## src/rtl/sram_bank_sequencer.sv

```systemverilog
// sram_bank_sequencer
// Accepts one register-bank access per instruction window and replays it onto the
// 2-port SRAM bank at fixed steps of the window. Read data is captured while the
// read window is closing and returned with a single-cycle valid pulse.
module sram_bank_sequencer #(
  parameter int ADDR_W    = 5,
  parameter int DATA_W    = 16,
  parameter int CYCLE_LEN = 20,
  parameter int ADDR_STEP = 2,
  parameter int DATA_STEP = 4,
  parameter int RD_START  = 6,
  parameter int RD_END    = 8,
  parameter int WR_START  = 8,
  parameter int WR_END    = 9
) (
  input  logic              clk,
  input  logic              reset,
  input  logic              inst_flag,
  input  logic              req_valid,
  output logic              req_ready,
  input  logic              req_rd_en,
  input  logic              req_wr_en,
  input  logic [ADDR_W-1:0] req_raddr_a,
  input  logic [ADDR_W-1:0] req_raddr_b,
  input  logic [DATA_W-1:0] req_wdata,
  output logic [ADDR_W-1:0] addr_a,
  output logic [ADDR_W-1:0] addr_b,
  output logic [DATA_W-1:0] sram_in,
  output logic              read_en,
  output logic              write_en,
  input  logic [DATA_W-1:0] sram_out_a,
  input  logic [DATA_W-1:0] sram_out_b,
  output logic [DATA_W-1:0] rdata_a,
  output logic [DATA_W-1:0] rdata_b,
  output logic              rdata_valid,
  output logic              busy,
  output logic              overrun
);

  localparam int STEP_W = (CYCLE_LEN > 1) ? $clog2(CYCLE_LEN) : 1;

  localparam logic [STEP_W-1:0] LAST_S = STEP_W'(CYCLE_LEN - 1);
  localparam logic [STEP_W-1:0] ADDR_S = STEP_W'(ADDR_STEP);
  localparam logic [STEP_W-1:0] DATA_S = STEP_W'(DATA_STEP);
  localparam logic [STEP_W-1:0] RD_S   = STEP_W'(RD_START);
  localparam logic [STEP_W-1:0] RD_E   = STEP_W'(RD_END);
  localparam logic [STEP_W-1:0] WR_S   = STEP_W'(WR_START);
  localparam logic [STEP_W-1:0] WR_E   = STEP_W'(WR_END);

  // The step schedule only makes sense in this order; refuse to build otherwise.
  generate
    if (!(ADDR_STEP < DATA_STEP && DATA_STEP <= RD_START && RD_START < RD_END &&
          RD_END <= WR_START && WR_START < WR_END && WR_END <= CYCLE_LEN - 1)) begin : g_bad_schedule
      $error("sram_bank_sequencer: step schedule ordering violated");
    end
  endgenerate

  typedef enum logic [1:0] {
    IDLE   = 2'd0,
    ARMED  = 2'd1,
    ACTIVE = 2'd2
  } state_t;

  state_t            state_reg, state_next;
  logic [STEP_W-1:0] step_reg, step_next;
  logic              win_live;   // step_next is a real step of the current window

  logic              rq_rd_en, rq_wr_en;
  logic [ADDR_W-1:0] rq_addr_a, rq_addr_b;
  logic [DATA_W-1:0] rq_wdata;

  logic [ADDR_W-1:0] addr_a_next, addr_b_next;
  logic [DATA_W-1:0] sram_in_next, rdata_a_next, rdata_b_next;
  logic              read_en_next, write_en_next, rdata_valid_next, overrun_next;

  logic accept;

  assign accept    = (state_reg == IDLE) && req_valid;
  assign req_ready = (state_reg == IDLE) && !reset;
  assign busy      = (state_reg != IDLE);

  // State, step counter and the latched request.
  always_ff @(posedge clk or posedge reset) begin
    if (reset) begin
      state_reg <= IDLE;
      step_reg  <= '0;
      rq_rd_en  <= 1'b0;
      rq_wr_en  <= 1'b0;
      rq_addr_a <= '0;
      rq_addr_b <= '0;
      rq_wdata  <= '0;
    end else begin
      state_reg <= state_next;
      step_reg  <= step_next;
      if (accept) begin
        rq_rd_en  <= req_rd_en;
        rq_wr_en  <= req_wr_en;
        rq_addr_a <= req_raddr_a;
        rq_addr_b <= req_raddr_b;
        rq_wdata  <= req_wdata;
      end
    end
  end

  // Next state and next step; an inst_flag in the accepting cycle is ignored,
  // so ARMED always lasts at least one cycle.
  always_comb begin
    state_next = state_reg;
    step_next  = '0;
    win_live   = 1'b0;
    case (state_reg)
      IDLE: begin
        if (req_valid) state_next = ARMED;
      end
      ARMED: begin
        if (inst_flag) begin
          state_next = ACTIVE;
          win_live   = 1'b1;
        end
      end
      ACTIVE: begin
        if (step_reg == LAST_S) begin
          state_next = IDLE;
        end else begin
          step_next = step_reg + STEP_W'(1);
          win_live  = 1'b1;
        end
      end
      default: state_next = IDLE;
    endcase
  end

  // Output values for the step about to begin, so the registered bank controls
  // line up exactly with the step counter.
  always_comb begin
    addr_a_next      = addr_a;
    addr_b_next      = addr_b;
    sram_in_next     = sram_in;
    rdata_a_next     = rdata_a;
    rdata_b_next     = rdata_b;
    read_en_next     = 1'b0;
    write_en_next    = 1'b0;
    rdata_valid_next = 1'b0;
    overrun_next     = overrun || ((state_reg == ACTIVE) && inst_flag);
    if (win_live) begin
      if (step_next == ADDR_S) begin
        addr_a_next = rq_addr_a;
        addr_b_next = rq_addr_b;
      end
      if ((step_next == DATA_S) && rq_wr_en) sram_in_next = rq_wdata;
      read_en_next  = rq_rd_en && (step_next >= RD_S) && (step_next < RD_E);
      write_en_next = rq_wr_en && (step_next >= WR_S) && (step_next < WR_E);
      // Sample the bank on the edge that closes the read window, while ReadEn is still high.
      if ((step_next == RD_E) && rq_rd_en) begin
        rdata_a_next     = sram_out_a;
        rdata_b_next     = sram_out_b;
        rdata_valid_next = 1'b1;
      end
    end
  end

  // Registered outputs; reset drops the enables immediately.
  always_ff @(posedge clk or posedge reset) begin
    if (reset) begin
      addr_a      <= '0;
      addr_b      <= '0;
      sram_in     <= '0;
      read_en     <= 1'b0;
      write_en    <= 1'b0;
      rdata_a     <= '0;
      rdata_b     <= '0;
      rdata_valid <= 1'b0;
      overrun     <= 1'b0;
    end else begin
      addr_a      <= addr_a_next;
      addr_b      <= addr_b_next;
      sram_in     <= sram_in_next;
      read_en     <= read_en_next;
      write_en    <= write_en_next;
      rdata_a     <= rdata_a_next;
      rdata_b     <= rdata_b_next;
      rdata_valid <= rdata_valid_next;
      overrun     <= overrun_next;
    end
  end

endmodule

```

## config.mk

```make
export PLATFORM = sky130hd
export DESIGN_NAME = sram_bank_sequencer
export DESIGN_NICKNAME = d
export VERILOG_FILES = /design/src/rtl/sram_bank_sequencer.sv
export SDC_FILE = /design/constraint.sdc
export NUM_CORES = 1
export LEC_CHECK = 0
export CAP_MARGIN = 20
export CORE_MARGIN = 5
export CORE_UTILIZATION = 42
export DETAILED_ROUTE_END_ITERATION = 16
export HOLD_SLACK_MARGIN = 0.15
export PLACE_DENSITY = 0.76
export SLEW_MARGIN = 20
export SYNTH_ARGS = -nofsm -noshare
export SYNTH_HDL_FRONTEND = slang
export SYNTH_SLANG_ARGS = --single-unit
```

## constraint.sdc

```tcl
create_clock -name clk -period 2.9 [get_ports clk]
set_input_delay 0.29 -clock clk [delete_from_list [all_inputs] [get_ports clk]]
set_output_delay 0.29 -clock clk [all_outputs]
set_load 0.02 [all_outputs]
```

==> flow_summary_export.csv, run 1 <==
group,metric,value,unit
drt,drcViolationCount,0,
power_and_ir_drop,internal_power,2.546,mW
placed_design,dp_hpwl,6306,um
clocking,numCtsBuffers,9,
drt,via_count,2478,
power_and_ir_drop,vdd_drop_max,0.0003641,V
drt,wire_per_inst,16.12,um
clocking,root_buffer,"clkbuf_8",
timing,finalMaxSlewViolations,0,
setup_path,r2r_cells,7,
power_and_ir_drop,power_frac_seq,49.4,%
setup_path,worstSetupStartpointType,"flop",
clocking,cts_sinks,97,
run,maxCapViolations,0,
drt,totalWireLength,8512,um
logic_synthesis,syn_area,0.004104,sq mm
clocking,cts_resized,0,
grt,grt_max_degree,51,
clocking,cts.path.max_buffers,2,
setup_path,path_class,"reg2reg",
setup_path,r2r_setup_slack,0.30,ns
layout,drive_gt1_share,30.13,%
grt,grt_pass1_wl,13970,um
power_and_ir_drop,switchingPower,1.052,mW
drt,drtPass1Iterations,4,
drt,drt_iter0_drc,70,
layout,final_common_cell,"clkdlybuf4s50_1",
power_and_ir_drop,p_comb_share,25.7,%
drt,viasPerCell,4.693,
floorplanning,row_count,36,
setup_path,cp.required,3.14,ns
clocking,cts_tree,"done",
floorplanning,die_h,108.9,um
clocking,cts_setup_buffers,0,
drt,postRouteAntennaNets,0,
layout,final_cell_mix,"127 x clkdlybuf4s50_1, 97 x dfrtp_1, 47 x mux2_2",
logic_synthesis,ys_seq_elements,97,
timing,setup_viol,0,
grt,grt_use_total,15.20,%
hold_path,hp-class,"in2async",
logic_synthesis,yosysUniqueCellTypes,34,
power_and_ir_drop,p_total,3.598,mW
logic_synthesis,synthesis.nets,325,
logic_synthesis,syn_area_per_cell,16.09,sq um
clocking,cts_hold_buf,0,
layout,num_antenna_cells,0,
logic_synthesis,seq_area_frac_synth,59.15,%
grt,overflow,0,
clocking,htreeDepth,3,
grt,first_global_vias,2781,
floorplanning,die_area,0.01185,sq mm
placed_design,io_buffers,127,
timing,fin_crit,2.600,ns
timing,fin_crit_sh,89.65,%
power_and_ir_drop,switching_share,29.23,%
timing,clock_skew,0.009725,ns
power_and_ir_drop,clkPwrFrac,24.9,%
floorplanning,initial_utilization,42.58,%
setup_path,crit_arrival,2.84,ns
setup_path,end_kind,"flop",
grt,antenna_found_initial,0,
timing,setup_tns,0,ns
floorplanning,die_w,108.9,um
logic_synthesis,ys_warn_count,0,
timing,finalHoldViolations,0,
clocking,path_clk_slew,0.09,ns
logic_synthesis,synth_cells,255,
placed_design,place_congestion,0.8151,
layout,layout.nets,460,
floorplanning,core,0.009639,sq mm
timing,max_freq,384.6,MHz
layout,area_growth_syn_to_layout,39.51,%
timing,grt_setup_unrepaired,"no",
setup_path,r2r-end,"rdata_a[0]",
clocking,insertion_delay,0.35,ns
power_and_ir_drop,power.density,628.4,mW/mm^2
timing,worst_slew_pin_slew,0.6244,ns
floorplanning,ioPinCount,128,
status,status,"complete, no violations",
setup_path,r2r_start,"step_reg[0]",
timing,slew_headroom,58.37,%
setup_path,crit_fanout,18,
power_and_ir_drop,p_leak,2.693,nW
[cell usage after synthesis (all sizes together)]
library cell  number  area (sq um)
a21boi             1         7.510
inv               10         37.54
nand2b             6         52.55
o221a              1         11.26
mux2              86          1115
nand3              3         27.53
o211a              1         10.01
nor3               1         10.01
nand4              3         55.05
dfrtp             97          2427
xor2               1         8.760
nor2b              3         18.77
a211oi             1         7.510
o22ai              1         6.260
a21oi              2         13.76
o21ai              5         36.28
and4               1         8.760
buf                6         61.30
a21o               1         7.510
mux2i              3         46.29
clkbuf             2         7.510
nand2             11         41.29
ha                 6         75.07
nor2               3         11.26
[metal layers]
layer | wire [um] | up-vias | GRT usage [%]
li1 | - | 1157 | -
met1 | 3502 | 1241 | 19.14
met2 | 4455 | 73 | 26.13
met3 | 484 | 7 | 4.144
met4 | 70 | 0 | 3.517
met5 | 0 | - | 0
[area by class of cell]
| cell class | count | area, sq um |
|---|---|---|
| Clock buffer | 10 | 127.6 |
| Fill cell | 779 | 3914 |
| Multi-Input combinational cell | 140 | 1570 |
| Inverter | 10 | 40.04 |
| Sequential cell | 97 | 2427 |
| Tap cell | 133 | 166.4 |
| Clock inverter | 6 | 72.57 |
| Timing Repair Buffer | 132 | 1321 |
[how the worst max path moves through the flow]
| stage | startpoint | slack (ns) | depth (start not counted) | to |
|---|---|---|---|---|
| 2_1_floorplan | reset | 0.08 | 1 | addr_a[0] |
| 3_3_place_gp | step_reg[0] | 0.38 | 7 | rdata_b[8] |
| 3_5_place_dp | step_reg[0] | 0.30 | 7 | rdata_b[3] |
| 4_1_cts | step_reg[0] | 0.28 | 7 | rdata_b[11] |
| 5_1_grt | state_reg[0] | 0.13 | 7 | rdata_b[11] |
| 6_report | step_reg[0] | 0.30 | 7 | rdata_a[0] |
[worst max-delay path, cell delays in order (launching register included)]
cell and delay, ns:
dfrtp_1 0.46, ha_1 0.34, nand2b_4 0.08, o21ai_4 0.23, mux2i_4 0.35, nand4_4 0.39, buf_12 0.32, mux2_4 0.30
[power groups by stage]
stage / registers, mW / logic (mW) / clock network [mW]
floorplan: 1.83 / 0.550 / 0
global placement: 1.79 / 0.908 / 0
detailed placement: 1.81 / 0.944 / 0
CTS: 1.78 / 0.945 / 0.926
global route: 1.81 / 1.00 / 0.980
finish: 1.78 / 0.925 / 0.895
[per-stage QoR]
| step | utilization, % | cells | hold WS, ns | worst slack [ns] | area, sq um |
|---|---|---|---|---|---|
| 6_report | 59.40 | 528 | 0.4063 | 0.3001 | 5725 |
| 5_1_grt | 59.40 | 528 | 0.4679 | 0.1266 | 5725 |
| 4_1_cts | 59.40 | 528 | 0.4184 | 0.2753 | 5725 |
| 3_5_place_dp | 57.32 | 512 | 0.4835 | 0.2969 | 5525 |
| 3_3_place_gp | 57.32 | 512 | 0.4696 | 0.3798 | 5525 |
| 2_1_floorplan | - | 255 | 0.4111 | 0.07628 | 4104 |
[cells by family after synthesis]
kind of cell | synth area share, %
buffers and inverters | 2.591
flip-flops | 59.15
AND/OR/NAND/NOR | 5.488
XOR/XNOR | 0.2135
adder cells (fa/ha/maj) | 1.829
multiplexers | 28.29
AO/OA/AOI/OAI | 2.439
Power figures use the tool's default switching activity.
==> run 2, diff against run 1 <==
--- a/config.mk
+++ b/config.mk
@@ -11,6 +11,7 @@
 export DETAILED_ROUTE_END_ITERATION = 16
 export HOLD_SLACK_MARGIN = 0.15
 export PLACE_DENSITY = 0.76
+export REMOVE_ABC_BUFFERS = 1
 export SLEW_MARGIN = 20
 export SYNTH_ARGS = -nofsm -noshare
 export SYNTH_HDL_FRONTEND = slang
==> run 2 against run 1 <==
Count of clock-buffer cells in the layout stayed put. Power grew 1.2%. Non-clock buffer count did not move. Utilization rose by 0.22 points. Clock power rose by 3.4%. Sequential cell count is the same. Critical path depth unchanged. First-iteration DRC count decreased by 31%. Largest cell class unchanged.
==> flow_summary_export.csv, run 2 (synthesis results as in run 1) <==
group,metric,value,unit
status,status,"complete, no violations",
timing,grt_setup_unrepaired,"no",
placed_design,io_buffers,127,
floorplanning,row_count,36,
setup_path,r2r_setup_slack,0.23,ns
floorplanning,die_h,108.9,um
drt,drcViolationCount,0,
run,maxCapViolations,0,
placed_design,place_congestion,0.8110,
drt,totalWireLength,8372,um
grt,overflow,0,
setup_path,crit_end,"rdata_a[1]",
power_and_ir_drop,internal_power,2.622,mW
clocking,path_clk_slew,0.09,ns
setup_path,r2r-end,"rdata_a[1]",
setup_path,crit_start,"step_reg[0]",
placed_design,dp_cells,512,
floorplanning,initial_utilization,42.58,%
timing,worst_slew_pin_slew,0.7199,ns
clocking,cts_sinks,97,
grt,grt_use_total,15.27,%
timing,setup_tns,0,ns
grt,grt_max_degree,58,
clocking,cts_resized,0,
timing,clock_skew,0.01058,ns
clocking,cts_setup_buffers,0,
power_and_ir_drop,switchingPower,1.019,mW
layout,fill_cells,786,
setup_path,r2r_start,"step_reg[0]",
drt,postRouteAntennaNets,0,
layout,layout.nets,460,
hold_path,hp-class,"in2async",
floorplanning,ioPinCount,128,
timing,finalMaxSlewViolations,0,
layout,drive_gt1_share,29.95,%
setup_path,end_kind,"flop",
layout,num_antenna_cells,0,
floorplanning,core,0.009639,sq mm
setup_path,path_class,"reg2reg",
drt,viasPerCell,4.700,
layout,area_growth_syn_to_layout,40.03,%
timing,fin_crit_sh,91.96,%
clocking,cts_hold_buf,0,
timing,finalHoldViolations,0,
clocking,root_buffer,"clkbuf_8",
clocking,numCtsBuffers,9,
grt,first_global_vias,2885,
placed_design,dp_hpwl,6152,um
setup_path,r2r_cells,7,
layout,final_common_cell,"clkdlybuf4s50_1",
grt,grt_pass1_wl,13960,um
setup_path,cp.required,3.15,ns
setup_path,crit_fanout,19,
clocking,insertion_delay,0.36,ns
power_and_ir_drop,vdd_drop_max,0.0004505,V
setup_path,worstSetupStartpointType,"flop",
power_and_ir_drop,power.density,633.7,mW/mm^2
power_and_ir_drop,p_leak,2.702,nW
layout,final_cell_mix,"127 x clkdlybuf4s50_1, 97 x dfrtp_1, 47 x mux2_2",
power_and_ir_drop,clkPwrFrac,25.4,%
power_and_ir_drop,power_frac_seq,48.8,%
power_and_ir_drop,p_comb_share,25.8,%
setup_path,crit_arrival,2.91,ns
clocking,cts_tree,"done",
floorplanning,die_area,0.01185,sq mm
drt,drt_iter0_drc,48,
timing,max_freq,375.0,MHz
drt,wire_per_inst,15.89,um
floorplanning,die_w,108.9,um
grt,antenna_found_initial,0,
layout,finalNonFillerCells,527,
timing,setup_viol,0,
drt,via_count,2477,
timing,fin_crit,2.667,ns
timing,slew_headroom,52.01,%
clocking,htreeDepth,3,
power_and_ir_drop,switching_share,28.00,%
drt,drtPass1Iterations,4,
clocking,cts.path.max_buffers,2,
[run 2: cell types whose count changed in the layout (fill, tap and decap cells not counted), sizes merged]
cell    change
inv         -4
clkinv      +2
bufinv      +1
[run 2: stage by stage]
step                util, %  hold slack (ns)  worst slack [ns]  total power [mW]  instance area, sq um
global placement      57.45           0.4602            0.3085             2.706                  5538
global route          59.62           0.4968           0.06718             3.871                  5747
CTS                   59.62           0.4750            0.2162             3.699                  5747
floorplan                 -           0.4111           0.07628             2.373                  4035
finish                59.62           0.4727            0.2332             3.642                  5747
detailed placement    57.45           0.4604            0.2239             2.756                  5538
[run 2: per-layer routing]
metal	GRT usage, %	vias up	part of all wire (%)
li1	-	1157	-
met3	6.572	11	8.1
met1	18.69	1229	43
met2	24.10	80	48
met4	5.591	0	1.4
met5	0	-	0
[run 2: critical path, stage by stage, from the launching register on]
cell and delay (ns):
dfrtp_1 0.46, ha_1 0.35, nand2b_4 0.08, o21ai_4 0.24, mux2i_4 0.36, nand4_4 0.43
buf_12 0.33, mux2_4 0.30
[run 2: area by class of cell]
cell class                 instances  area, sq um  share of cell area (%)
clock buffer                      10        127.6                   2.221
clock inverter                     5        81.33                   1.415
inverter                          10        40.04                  0.6967
multi-input combinational        140         1570                   27.32
sequential                        97         2427                   42.24
tap                              133        166.4                   2.896
timing repair buffer             132         1334                   23.21
[run 2: power groups by stage]
stage	combinational (mW)	clock, mW	sequential [mW]
floorplan	0.546	0	1.83
global placement	0.923	0	1.78
detailed placement	0.951	0	1.81
CTS	0.957	0.964	1.78
global route	1.03	1.03	1.81
finish	0.940	0.925	1.78
[run 2: worst min path at each step]
stage                              to  slack, ns  depth (start not counted)
after global placement        overrun       0.46                          1
final                     rq_wdata[1]       0.47                          2
after detailed placement      overrun       0.46                          1
after global routing          overrun       0.50                          1
after CTS                     overrun       0.48                          1
after floorplan               overrun       0.41                          1
==> run 3, diff against run 2 <==
--- a/config.mk
+++ b/config.mk
@@ -6,6 +6,7 @@
 export NUM_CORES = 1
 export LEC_CHECK = 0
 export CAP_MARGIN = 20
+export CORE_ASPECT_RATIO = 0.5
 export CORE_MARGIN = 5
 export CORE_UTILIZATION = 42
 export DETAILED_ROUTE_END_ITERATION = 16
==> run 3 against run 2 <==
Utilization is 1.7 points higher. Via count hardly changed. Sequential power hardly changed. Largest cell class unchanged. Largest power group unchanged.
==> flow_summary_export.csv, run 3 (synthesis results as in run 1) <==
group,metric,value,unit
placed_design,pre_cts_slack,0.5130,ns
setup_path,cp.required,3.11,ns
drt,drcViolationCount,0,
setup_path,slowest_stage,"dfrtp_1",
power_and_ir_drop,power.density,668.8,mW/mm^2
floorplanning,core,0.009478,sq mm
timing,fin_crit,2.386,ns
clocking,root_buffer,"clkbuf_16",
run,maxCapViolations,0,
grt,first_global_vias,2913,
clocking,cts_hold_buf,0,
drt,wire_per_inst,16.75,um
grt,grt_pass1_wl,14720,um
clocking,cts_setup_buffers,0,
power_and_ir_drop,p_leak,2.730,nW
setup_path,r2r_start,"step_reg[0]",
layout,finalNonFillerCells,528,
grt,grt_use_total,15.59,%
setup_path,crit_start,"step_reg[0]",
setup_path,cp_slowest_stage_delay,0.46,ns
clocking,insertion_delay,0.33,ns
grt,overflow,0,
grt,antenna_found_initial,0,
timing,grt_setup_unrepaired,"no",
floorplanning,ioPinCount,128,
timing,slew_headroom,43.56,%
placed_design,dp_cells,513,
drt,drt_iter0_drc,83,
drt,totalWireLength,8845,um
layout,num_antenna_cells,0,
floorplanning,initial_utilization,43.30,%
clocking,path_clk_slew,0.06,ns
timing,finalMaxSlewViolations,0,
clocking,cts_resized,0,
layout,area_growth_syn_to_layout,41.55,%
floorplanning,row_count,25,
setup_path,crit_arrival,2.59,ns
timing,fin_hold_ws,0.4608,ns
setup_path,crit_end,"sram_in[4]",
setup_path,end_kind,"flop",
setup_path,r2r_cells,6,
placed_design,place_congestion,0.8430,
timing,finalHoldViolations,0,
timing,clock_skew,0.005103,ns
layout,layout.nets,459,
grt,grt_max_degree,71,
floorplanning,die_area,0.01197,sq mm
timing,worst_slew_pin_slew,0.8466,ns
power_and_ir_drop,vdd_drop_max,0.0003274,V
placed_design,placed_area,0.005520,sq mm
setup_path,r2r-end,"sram_in[4]",
setup_path,crit_fanout,16,
placed_design,dp_hpwl,6672,um
timing,setup_viol,0,
layout,final_area,0.005809,sq mm
placed_design,io_buffers,127,
clocking,cts.path.max_buffers,2,
layout,drive_gt1_share,29.26,%
hold_path,hp-class,"reg2reg",
timing,setup_tns,0,ns
clocking,htreeDepth,3,
drt,postRouteAntennaNets,0,
layout,final_cell_mix,"127 x clkdlybuf4s50_1, 97 x dfrtp_1, 47 x mux2_2",
timing,fin_crit_sh,82.26,%
setup_path,path_class,"reg2reg",
drt,viasPerCell,4.688,
floorplanning,die_w,149.8,um
timing,setup_slack,0.5144,ns
timing,max_freq,419.2,MHz
clocking,numCtsBuffers,9,
layout,final_common_cell,"clkdlybuf4s50_1",
drt,via_count,2475,
clocking,cts_sinks,97,
floorplanning,die_h,79.90,um
setup_path,worstSetupStartpointType,"flop",
status,status,"complete, no violations",
clocking,cts_tree,"done",
setup_path,crit_chain,"ha_1 > nand2b_4 > o21ai_4 > mux2i_4 > nand4_4 > mux2_4",
setup_path,r2r_setup_slack,0.51,ns
drt,drtPass1Iterations,6,
## run 3: final cells by class
class	instances	area, sq um
Sequential cell	97	2427
Clock inverter	2	38.79
Inverter	10	40.04
Clock buffer	13	250.2
Tap cell	135	168.9
Fill cell	702	3669
Timing Repair Buffer	131	1314
Multi-Input combinational cell	140	1570
## run 3: power by group
| part | total, mW | switching (mW) | leakage, nW | internal (mW) |
|---|---|---|---|---|
| Sequential | 1.79 | 0.160 | 1.28 | 1.63 |
| Clock | 1.16 | 0.469 | 0.140 | 0.690 |
| Combinational | 0.939 | 0.428 | 1.31 | 0.511 |
## run 3: routing by layer
metal / vias to the layer above / part of all wire, % / wire length, um / GRT usage, %
met5: - / 0 / 0 / 0
met4: 0 / 1.7 / 152 / 4.653
met3: 14 / 4.6 / 405 / 4.765
met2: 66 / 54 / 4820 / 28.56
met1: 1244 / 39 / 3466 / 17.67
li1: 1151 / - / - / -
## run 3: worst min-delay path by stage
| stage | from | end | slack, ns | cells after the start |
|---|---|---|---|---|
| after floorplan | inst_flag | overrun | 0.41 | 1 |
| after global placement | overrun | overrun | 0.45 | 1 |
| after global routing | overrun | overrun | 0.48 | 1 |
| after detailed placement | overrun | overrun | 0.45 | 1 |
| after CTS | overrun | overrun | 0.47 | 1 |
| final | overrun | overrun | 0.46 | 1 |
## run 3: critical path, delay by kind of cell (launching register included)
family	cells	cell delay [ns]
adders and majority gates	1	0.35
muxes	2	0.77
DFF	1	0.46
AOI/OAI and AO/OA	1	0.23
and+or+nand+nor	2	0.45
## run 3: metrics by stage
stage / util [%] / power [mW]
global placement: 58.24 / 2.689
floorplan: - / 2.373
global route: 61.29 / 4.101
detailed placement: 58.24 / 2.768
CTS: 61.29 / 3.933
finish: 61.29 / 3.885
